**src/rtl/md_issue_ctrl.sv**
```systemverilog
// Multiply-divide issue/hazard sequencer: accepts E-stage mult/div, times
// them to HI/LO commit, and produces the D-stage stall.
module md_issue_ctrl #(
  parameter int MUL_CYCLES = 5,
  parameter int DIV_CYCLES = 10
) (
  input  logic       clk,
  input  logic       reset,
  input  logic [3:0] E_md_op,
  input  logic       D_md_use,
  input  logic       M_cp0_req,
  output logic       md_start,
  output logic [2:0] md_op,
  output logic       md_mt_we,
  output logic       md_busy,
  output logic [4:0] md_cnt,
  output logic       md_commit,
  output logic       D_md_stall,
  output logic       md_err
);

  typedef enum logic {
    IDLE,
    BUSY
  } state_t;

  localparam logic [4:0] MUL_N = 5'(MUL_CYCLES);
  localparam logic [4:0] DIV_N = 5'(DIV_CYCLES);

  state_t     r_state, w_state_nxt;
  logic [2:0] r_op, w_op_nxt;
  logic [4:0] r_cnt, w_cnt_nxt;
  logic       r_commit, w_commit_nxt;
  logic       r_err, w_err_nxt;

  logic w_idle;
  logic w_is_md;
  logic w_is_mul;
  logic w_is_mt;
  logic w_accept;

  assign w_idle   = (r_state == IDLE);
  assign w_is_mul = (E_md_op == 4'd1) || (E_md_op == 4'd2);
  assign w_is_md  = w_is_mul
                 || (E_md_op == 4'd3) || (E_md_op == 4'd4);
  assign w_is_mt  = (E_md_op == 4'd7) || (E_md_op == 4'd8);
  assign w_accept = !M_cp0_req && w_idle && w_is_md;

  assign md_start   = w_accept;
  assign md_mt_we   = !M_cp0_req && w_idle && w_is_mt;
  assign md_busy    = (r_state == BUSY);
  assign md_op      = r_op;
  assign md_cnt     = r_cnt;
  assign md_commit  = r_commit;
  assign md_err     = r_err;
  assign D_md_stall = D_md_use && (md_busy || md_start);

  always_comb begin
    w_state_nxt  = r_state;
    w_op_nxt     = r_op;
    w_cnt_nxt    = r_cnt;
    w_commit_nxt = 1'b0;
    w_err_nxt    = r_err;
    unique case (r_state)
      IDLE: begin
        if (w_accept) begin
          w_state_nxt = BUSY;
          w_op_nxt    = E_md_op[2:0];
          w_cnt_nxt   = w_is_mul ? MUL_N : DIV_N;
        end
      end
      BUSY: begin
        // A cp0 request freezes the in-flight op rather than aborting it
        if (!M_cp0_req) begin
          if (w_is_md || w_is_mt) w_err_nxt = 1'b1;
          if (r_cnt > 5'd1) begin
            w_cnt_nxt = r_cnt - 5'd1;
          end else begin
            w_cnt_nxt    = 5'd0;
            w_op_nxt     = 3'd0;
            w_commit_nxt = 1'b1;
            w_state_nxt  = IDLE;
          end
        end
      end
      default: w_state_nxt = IDLE;
    endcase
  end

  always_ff @(posedge clk) begin
    if (reset) begin
      r_state  <= IDLE;
      r_op     <= 3'd0;
      r_cnt    <= 5'd0;
      r_commit <= 1'b0;
      r_err    <= 1'b0;
    end else begin
      r_state  <= w_state_nxt;
      r_op     <= w_op_nxt;
      r_cnt    <= w_cnt_nxt;
      r_commit <= w_commit_nxt;
      r_err    <= w_err_nxt;
    end
  end

endmodule
```
**config.mk**
```make
export PLATFORM = sky130hd
export DESIGN_NAME = md_issue_ctrl
export DESIGN_NICKNAME = d
export VERILOG_FILES = /design/src/rtl/md_issue_ctrl.sv
export SDC_FILE = /design/constraint.sdc
export NUM_CORES = 1
export LEC_CHECK = 0
export CORE_AREA = 3 3 44 46
export CTS_BUF_LIST = sky130_fd_sc_hd__clkbuf_4 sky130_fd_sc_hd__clkbuf_8
export CTS_CLUSTER_SIZE = 10
export DETAILED_ROUTE_END_ITERATION = 7
export DIE_AREA = 0 0 47 49
export PLACE_DENSITY = 0.84
export SYNTH_ARGS = -nofsm -noshare
export SYNTH_HDL_FRONTEND = slang
export SYNTH_SLANG_ARGS = --single-unit
```
**constraint.sdc**
```tcl
create_clock -name clk -period 1.9 [get_ports clk]
set_input_delay 0.38 -clock clk [delete_from_list [all_inputs] [get_ports clk]]
set_output_delay 0.38 -clock clk [all_outputs]
set_load 0.01 [all_outputs]
```
==> results.ini <==
[outcome]
status=completed

[synth]
synth_edf_count=0
synth_area_leaders=dfxtp_1 (31%), nand3b_1 (6.3%), a21oi_1 (4.9%)
ys_warn_count=0
synth_nets=96
synth_seq_cells=11
yosysSeqAreaShare_pct=30.7
syn_area_um2=717
syn_area_per_cell_um2=8.34
yosysMostFrequentCell=dfxtp_1
synthFlopType=dfxtp_1
synth_common_cells=dfxtp_1 (11), nor2_1 (8), a21oi_1 (7), inv_1 (7), nand3b_1 (6)
yosysTopAreaCellShare_pct=30.7
synth_top_cell_by_area=dfxtp_1
syn_inst=86
async_reset_ff_share_pct=0
synth_cell_type_count=33

[critical_path]
required_ps=1520
rr_startpoint=md_busy
max_stage_delay_ps=600
crit_path_end_kind=primary output
cp_max_fo=4
r2r_cells=4
cp-startpoint=M_cp0_req
arrival_ps=1460
worstSetupPathType=input port to primary output
cp_cell_sequence=clkdlybuf4s50_1, inv_1, a21oi_1, nor2b_1, buf_2
ff2ff_setup_slack_ps=390
start_kind=input port
critical_path.endpoint=D_md_stall
slowest_stage=clkdlybuf4s50_1
rr_endpoint=md_cnt[2]

[timing]
finalMaxSlewViolations=0
hold_violations=0
finalSetupViolations=0
max_slew_margin_pct=82.8
fmaxAchievable_ghz=0.545
holdWs_ps=499
fin_skew_ps=4.17
worst_pin_slew_ps=256
layout_min_cycle_time_ps=1840
post-route-period-util_pct=96.6
fin_ws_ps=63.7
rsz0062_at_grt=false

[clock_network]
htree_levels=1
cts_sinks=11
cts_max_path_buffers=2
cts-root-buf=clkbuf_4
cts_tree=built
clk_pin_slew_ps=60
cts_inserted_buffers=3
clock_latency_ps=280

[route]
drc=0
firstDrtPassIters=4
vias=815
drt_wl_total_mm=1.98
final_antenna_net_count=0
drtIter0Drc=32
wl_per_cell_um=13.9
via_per_inst=5.74

[grt]
track_usage_pct=19.6
grt_pass1_vias=836
overflow=0
grt_max_degree=11
grt_pass1_wl_mm=3.36
grt_antenna_before_repair=0

[cells_and_area]
fin_nets=137
final_layout_size_suffix_gt1_share_pct=30.2
antenna_cells=0
fin_util_pct=71.3
area_delta_synth_final_pct=53.4

[floorplan]
die_x_um=47
coreArea_um2=1540
start_util_pct=46.5
io_pins=22
rows=14
dieArea_um2=2300
die_y_um=49

[placed_design]
place_ws_ps=-707
io_buffer_count=21
gp_congestion=0.798
place_hpwl_mm=1.51

[pwr]
pwr-share-comb_pct=31.6
ir_drop_uv=464
p_total_w=0.000628
clockPowerShare_pct=27.9
swShare_pct=30.0
p_seq_share_pct=40.5
powerDensity_nw_per_um2=571
power.leakage_nw=0.448
p_int_w=0.000439
switchingPower_w=0.000189

[min_path]
hold_path_class=flop to flop

[job]
maxCapViolations=0

==> critical path: cells and delay by family <==
| kind | cells | cell delay (ps) |
|---|---|---|
| AND/OR/NAND/NOR | 1 | 60 |
| AO/OA/AOI/OAI | 1 | 180 |
| buffers and inverters | 3 | 830 |
==> stage by stage <==
| stage | TNS, ps | instance area (um2) | instances |
|---|---|---|---|
| 5_1_grt | 0 | 1100 | 142 |
| 3_3_place_gp | -2840 | 1050 | 136 |
| 4_1_cts | 0 | 1070 | 141 |
| 3_5_place_dp | -3200 | 1050 | 136 |
| 2_1_floorplan | 0 | 717 | 86 |
| 6_report | 0 | 1100 | 142 |
==> placed cells by master, fill, tap and decap left out, types with 2 or more instances in the layout <==
| master | count |
|---|---|
| buf_4 | 18 |
| clkdlybuf4s50_1 | 14 |
| dfxtp_1 | 11 |
| nor2_1 | 8 |
| inv_1 | 7 |
| a21oi_1 | 6 |
| nand3b_1 | 6 |
| buf_2 | 6 |
| a31oi_1 | 4 |
| clkbuf_4 | 4 |
| nor3_1 | 3 |
| nand2_1 | 3 |
| nand3_1 | 3 |
| nor3b_1 | 3 |
| nor2b_1 | 2 |
| a311o_1 | 2 |
| a221oi_1 | 2 |
| o21ai_0 | 2 |
| ha_1 | 2 |
==> area by class of cell <==
class                      count  area [um2]
clock buffer                   4        30.0
fill                         125         442
inverter                       7        26.3
multi-input combinational     64         474
sequential                    11         220
tap                           16        20.0
timing repair buffer          40         329
==> state kept, by name (all words and copies together), names as in the netlist <==
| signal | flops |
|---|---|
| md_cnt | 5 |
| md_busy | 1 |
| md_commit | 1 |
| md_err | 1 |
| md_op | 3 |
==> cells by family (layout without fill, tap and decap cells) <==
family,Yosys count,after routing,synth area share [%]
AOI/OAI and AO/OA,27,27,29.3
DFF,11,11,30.7
muxes,1,1,1.57
xor gates and xnor gates,1,1,1.22
buffers and inverters,11,51,6.98
and+or+nand+nor,33,33,26.7
adders and majority gates,2,2,3.49
==> worst min path at each step <==
| stage | from | endpoint | slack [ps] | cells past startpoint |
|---|---|---|---|---|
| after floorplan | md_op[0] | md_op[0] | 500 | 2 |
| after global placement | md_op[0] | md_op[0] | 470 | 2 |
| after detailed placement | md_op[0] | md_op[0] | 490 | 2 |
| after CTS | md_op[0] | md_op[0] | 500 | 2 |
| after global routing | md_op[0] | md_op[0] | 510 | 2 |
| final | md_op[0] | md_op[0] | 500 | 2 |
==> power groups by stage <==
stage                     clock network, W  registers, W   logic, W
final                             0.000175      0.000254   0.000198
after global routing              0.000190      0.000256   0.000214
after CTS                         0.000179      0.000254   0.000192
after detailed placement                 0      0.000259   0.000193
after global placement                   0      0.000259   0.000188
after floorplan                          0      0.000263  0.0000962
==> layer usage <==
| metal | up-vias | wire [um] | track usage (%) |
|---|---|---|---|
| met5 | - | 0 | 0 |
| met1 | 370 | 803 | 22.4 |
| met2 | 36 | 966 | 31.9 |
| met4 | 0 | 38 | 7.37 |
| li1 | 399 | - | - |
| met3 | 10 | 168 | 7.38 |
==> what timing repair did <==
action,CTS,global route
pin swaps,3,3
buffers inserted,1,1
setup endpoints to repair,4,4
hold buffers,0,0
resized for setup,27,5
hold endpoints to repair,0,0
(Power assumes the default switching activity.)
